==> src/rtl/cart_mapper.sv <==
// cart_mapper: banked cartridge ROM mapper with hotspot bank switching and an optional 128x8 RAM.
module cart_mapper #(
  parameter int          BANKS      = 4,
  parameter int          MODE       = 0,
  parameter logic [11:0] HOT_BASE   = 12'hFF6,
  parameter int          RESET_BANK = BANKS - 1,
  parameter bit          SUPERCHIP  = 1'b0,
  localparam int         BW         = $clog2(BANKS)
) (
  input  logic           MCLK,
  input  logic           RES,
  input  logic           CS,
  input  logic           R_W,
  input  logic [11:0]    A,
  input  logic [7:0]     D_IN,
  input  logic [7:0]     ROM_D,
  output logic [11+BW:0] ROM_ADDR,
  output logic [7:0]     D_OUT,
  output logic [BW-1:0]  BANK
);
  logic [BW-1:0] bank_q, bank_d;
  logic [11:0]   prev_a_q, off;
  logic          prev_cs_q, prev_v_q, new_acc;
  assign new_acc  = CS && (!prev_v_q || !prev_cs_q || prev_a_q != A);
  assign off      = A - HOT_BASE;
  assign ROM_ADDR = {bank_q, A};
  assign BANK     = bank_q;
  // off < BANKS alone bounds the window: HOT_BASE+BANKS-1 never wraps past 12'hFFF
  always_comb begin
    bank_d = bank_q;
    if (new_acc)
      if (MODE == 0)
        bank_d = (off < 12'(BANKS)) ? off[BW-1:0] : bank_q;
      else
        bank_d = (off == 12'd0) ? bank_q + BW'(1) : (off == 12'd1) ? bank_q - BW'(1) : bank_q;
  end
  always_ff @(posedge MCLK) begin
    if (RES) begin
      bank_q   <= BW'(RESET_BANK);
      prev_v_q <= 1'b0;
    end else begin
      bank_q   <= bank_d;
      prev_v_q <= 1'b1;
    end
    prev_cs_q <= CS;
    prev_a_q  <= A;
  end
  if (SUPERCHIP) begin : g_ram
    logic [7:0] ram_q [128];
    always_ff @(posedge MCLK)
      if (CS && !R_W && A[11:7] == 5'd0) ram_q[A[6:0]] <= D_IN;
    assign D_OUT = (CS && R_W && A[11:7] == 5'd1) ? ram_q[A[6:0]] : ROM_D;
  end else begin : g_rom
    logic unused_ok;
    assign unused_ok = ^{D_IN, R_W};
    assign D_OUT     = ROM_D;
  end
endmodule

==> config.mk <==
export PLATFORM = sky130hd
export DESIGN_NAME = cart_mapper
export DESIGN_NICKNAME = d
export VERILOG_FILES = /design/src/rtl/cart_mapper.sv
export SDC_FILE = /design/constraint.sdc
export NUM_CORES = 1
export LEC_CHECK = 0
export CAP_MARGIN = 10
export CORE_UTILIZATION = 35
export DETAILED_ROUTE_END_ITERATION = 8
export PLACE_DENSITY = 0.86
export SETUP_SLACK_MARGIN = 0.02
export SYNTH_ARGS = -nofsm -noshare
export SYNTH_HDL_FRONTEND = slang
export SYNTH_SLANG_ARGS = --single-unit
export TNS_END_PERCENT = 30
==> constraint.sdc <==
create_clock -name MCLK -period 2.9 [get_ports MCLK]
set_input_delay 0.58 -clock MCLK [delete_from_list [all_inputs] [get_ports MCLK]]
set_output_delay 0.58 -clock MCLK [all_outputs]
set_load 0.02 [all_outputs]
* Word-level counts from Yosys, hierarchy flattened *
Cells that the tools add are included.
W data, S select, Z words.

word-level totals
  bits in read-only memories = 0
  latch bits = 0
  logic and storage cells = 14
  memory bits (writable) = 0
  output and inout port bits = 24
  input bits = 32
  register bits after elaboration = 16
  memories = 0

cells by class
  equal/unequal tests = 1
  divide/modulo/power cells = 0
  mux-type cells = 1
  bitwise gates (word level) = 0
  order comparisons = 1
  multiply operators = 0
  shift-type cells = 0
  reductions and logical operators = 6
  $add $sub $neg = 1

operators with widths
  cell                      number
  $lt A12 B3 Y1 const B     1
  $ne A12 B12 Y1            1
  $sub A12 B12 Y12 const B  1
  $logic_not A1 Y1          2
  $logic_or A1 B1 Y1        2
  $reduce_and A2 Y1         1
  $logic_and A1 B1 Y1       1
  $mux W1                   1

* Longest topological paths before layout *
  depth in word-level cells = 5
  depth in mapped cells = 6
  depth with buffers taken out = 6

* Worst setup path after synthesis *
Ideal clock, no wire load.

  path type = input to register
  from = input port A[1]
  to = register bank_q[0] (netlist: BANK[0])
  setup slack = 0.841 ns
  arrival = 1.987 ns
  library setup time = 0.072 ns
  stages on the path = 6
  buffers on the path = 0
  path through = ha_1 nand2b_1 nor4b_1 o211ai_2 nor4_4 mux2i_1

on the way
  word-level cells in the longest chain between the ends = 4

RTL lines
  element                                                                   RTL line  text
  start: declaration                                                        14        input logic [11:0] A,
  parallel branches: the longest is 3 deep, another holds $sub A12 B12 Y12  --
  $reduce_and A2 Y1 (no source line) *                                      --
  end signal: assignment                                                    39        bank_q <= BW'(RESET_BANK);
  end signal: assignment                                                    42        bank_q <= bank_d;
  end: declaration                                                          21        logic [BW-1:0] bank_q, bank_d;

Mark *: on every way between the ends.
A chain may end at the register's enable or synchronous reset.

* Worst setup path after layout *
  from = input port A[2]
  to = output port ROM_ADDR[2]

RTL lines
  element           RTL line  text
  end: declaration  17        output logic [11+BW:0] ROM_ADDR,

No word-level cell between the ends.

==> results.toml <==
[sta]
worst_pin_slew_ps = 499
skew_ps = 3.79
slew_viol_final = 0
hold_viol_final = 0
finalCritPeriodShare_pct = 85.9
finalCriticalPeriod_ps = 2490
relSlewSlack_pct = 66.4
setup_viol = 0
tns_ps = 0
grt_setup_unrepaired = "no"
fmax_mhz = 401

[clock_tree]
cts_buffer_depth = 2
cts_root_buffer = "clkbuf_4"
cts_hold_buf = 0
cts_buffers = 3
tritoncts = "done"
cts_resized = 0
clkTransAtPathRegs_ps = 90
cts.sinks = 16
clock_latency_ps = 280
post_cts_buffers = 0
cts.htree.levels = 1

[floorplan]
fp.dieH_um = 53.3
num_rows = 18
initial_core_util_pct = 37.1
boundaryPins = 56
dieArea_mm2 = 0.00284
die-width_um = 53.3
core-area_mm2 = 0.00248

[logic_synthesis]
avgSynthCellArea_um2 = 9.78
ys_types = 28
ys_warn_count = 0
synth_fp_nets = 127
synth_top_area_cell = "dfxtp_1"
ys_top_cells_by_area = "dfxtp_1 (35%), buf_4 (18%), xnor2_1 (12%), mux2i_1 (4.4%), a2111oi_4 (3.0%)"
yosysSeqAreaShare_pct = 34.8
ys_ff_latch = 16
synth_area_um2 = 920
netlist_instances = 94
post-synth-top-area-fraction_pct = 34.8

[layout]
final_common_cell = "clkdlybuf4s50_1"
area_growth_pct = 22.6
fillers = 246
final_cell_mix = "clkdlybuf4s50_1 (30), dfxtp_1 (16), xnor2_1 (13), nor2_1 (5)"
nNetsFinal = 140
diodes = 0
final_layout_size_suffix_gt1_share_pct = 8.49
finalInstanceArea_mm2 = 0.00113

[grt]
grt_pass1_vias = 629
grt_max_degree = 10
antenna_found_initial = 0
grt_usage_pct = 13.4
grt-ovfl-total = 0
grt_first_pass_wirelength_mm = 2.64

[critical_path]
critical_path_class = "primary input to output pin"
timing.reg2reg.setup_slack_ps = 1410
cp.required_ps = 2320
cp_max_fo = 5
arrival_ps = 1910
end_kind = "output pin"
start_kind = "primary input"

[detailed_routing]
vias_per_cell = 4.79
drt-total-wl_mm = 1.68
drcViolationCount = 0
drtAntennaViolNets = 0
vias = 651
dr.pass1.iters = 4
drt_iter0_markers = 7
post_drt_wl_per_cell_um = 12.3

[placed_design]
hpwlAfterDp_mm = 1.37
placed_area_mm2 = 0.00109
finalWeightedCongestion = 0.810
io_buffers = 30

[power]
p_leak_nw = 0.388
power_uw = 477
p_per_area_mw_per_mm2 = 424
peakVddDrop_uv = 369

[outcome]
status = "finished, final reports clean"

[min_path]
hold_class = "flip-flop to flip-flop"

[flow_run]
max-cap-violations = 0
## through the flow
stage	worst slack, ps	hold slack, ps	util (%)	cells
finish	408	546	45.5	136
global route	270	589	45.5	136
CTS	409	548	45.5	136
detailed placement	108	538	44.0	132
global placement	203	512	44.0	132
floorplan	841	591	-	94
## cell usage after synthesis
cell type and instances:
a211oi_1 1, nor3_1 2, buf_2 1, ha_1 1
nand2_1 3, a2111oi_4 1, nand4_1 4, o21a_1 1
buf_4 22, nor4_4 1, nor2b_1 1, mux2i_1 4
nor4_1 1, o211ai_2 1, a211o_1 1, xnor2_1 13
dfxtp_1 16, a21oi_1 1, buf_6 1, or3_1 1
o21ai_0 1, nand2b_1 2, nand3_1 3, o211a_1 1
nor4bb_1 1, inv_1 2, nor2_1 5, nor4b_1 2
## per-layer routing
metal	GRT usage [%]	vias up	share of wire (%)
met5	0	-	0
met4	5.26	0	1.4
met1	14.1	292	41
li1	-	326	-
met2	23.3	27	50
met3	5.46	6	7.2
## worst paths after layout
path	startpoint	end	depth (start not counted)
min reg2reg	BANK[0]	BANK[0]	2
max	A[2]	ROM_ADDR[2]	3
min	BANK[0]	BANK[0]	2
max reg2reg	prev_a_q[6]	BANK[1]	5
## report_power, final
group | switching [mW] | total [mW] | internal, mW | leakage [nW]
clock network | 0.0646 | 0.141 | 0.0765 | 0.0210
registers | 0.00414 | 0.234 | 0.230 | 0.134
logic | 0.0488 | 0.102 | 0.0534 | 0.233
total | 0.118 | 0.477 | 0.360 | 0.388
## final cells by class
type                    count  area, µm²  share of cell area [%]
flip-flops and latches     16        320                    28.4
multi-input cells          52        410                    36.4
inverters                   2       7.51                   0.666
repair buffers             32        315                    28.0
well taps                  30       37.5                    3.33
clock buffers               4       36.3                    3.22
## registers in the layout, indices dropped and copies added (netlist names)
signal / count
prev_v_q: 1
prev_a_q: 12
BANK: 2
prev_cs_q: 1
## cells by family after synthesis
group,count (synthesis),synth area share [%]
AND/OR/NAND/NOR,26,17.4
buffers and inverters,26,20.5
AO/OA/AOI/OAI,8,9.12
multiplexers,4,4.35
adder cells (fa/ha/maj),1,1.36
XOR/XNOR,13,12.4
flip-flops,16,34.8
## worst max-delay path, cell delays in order
cell	delay, ps
clkdlybuf4s50_1	570
buf_4	160
clkdlybuf4s50_1	600
No activity file was read; power rests on OpenSTA's default activity.
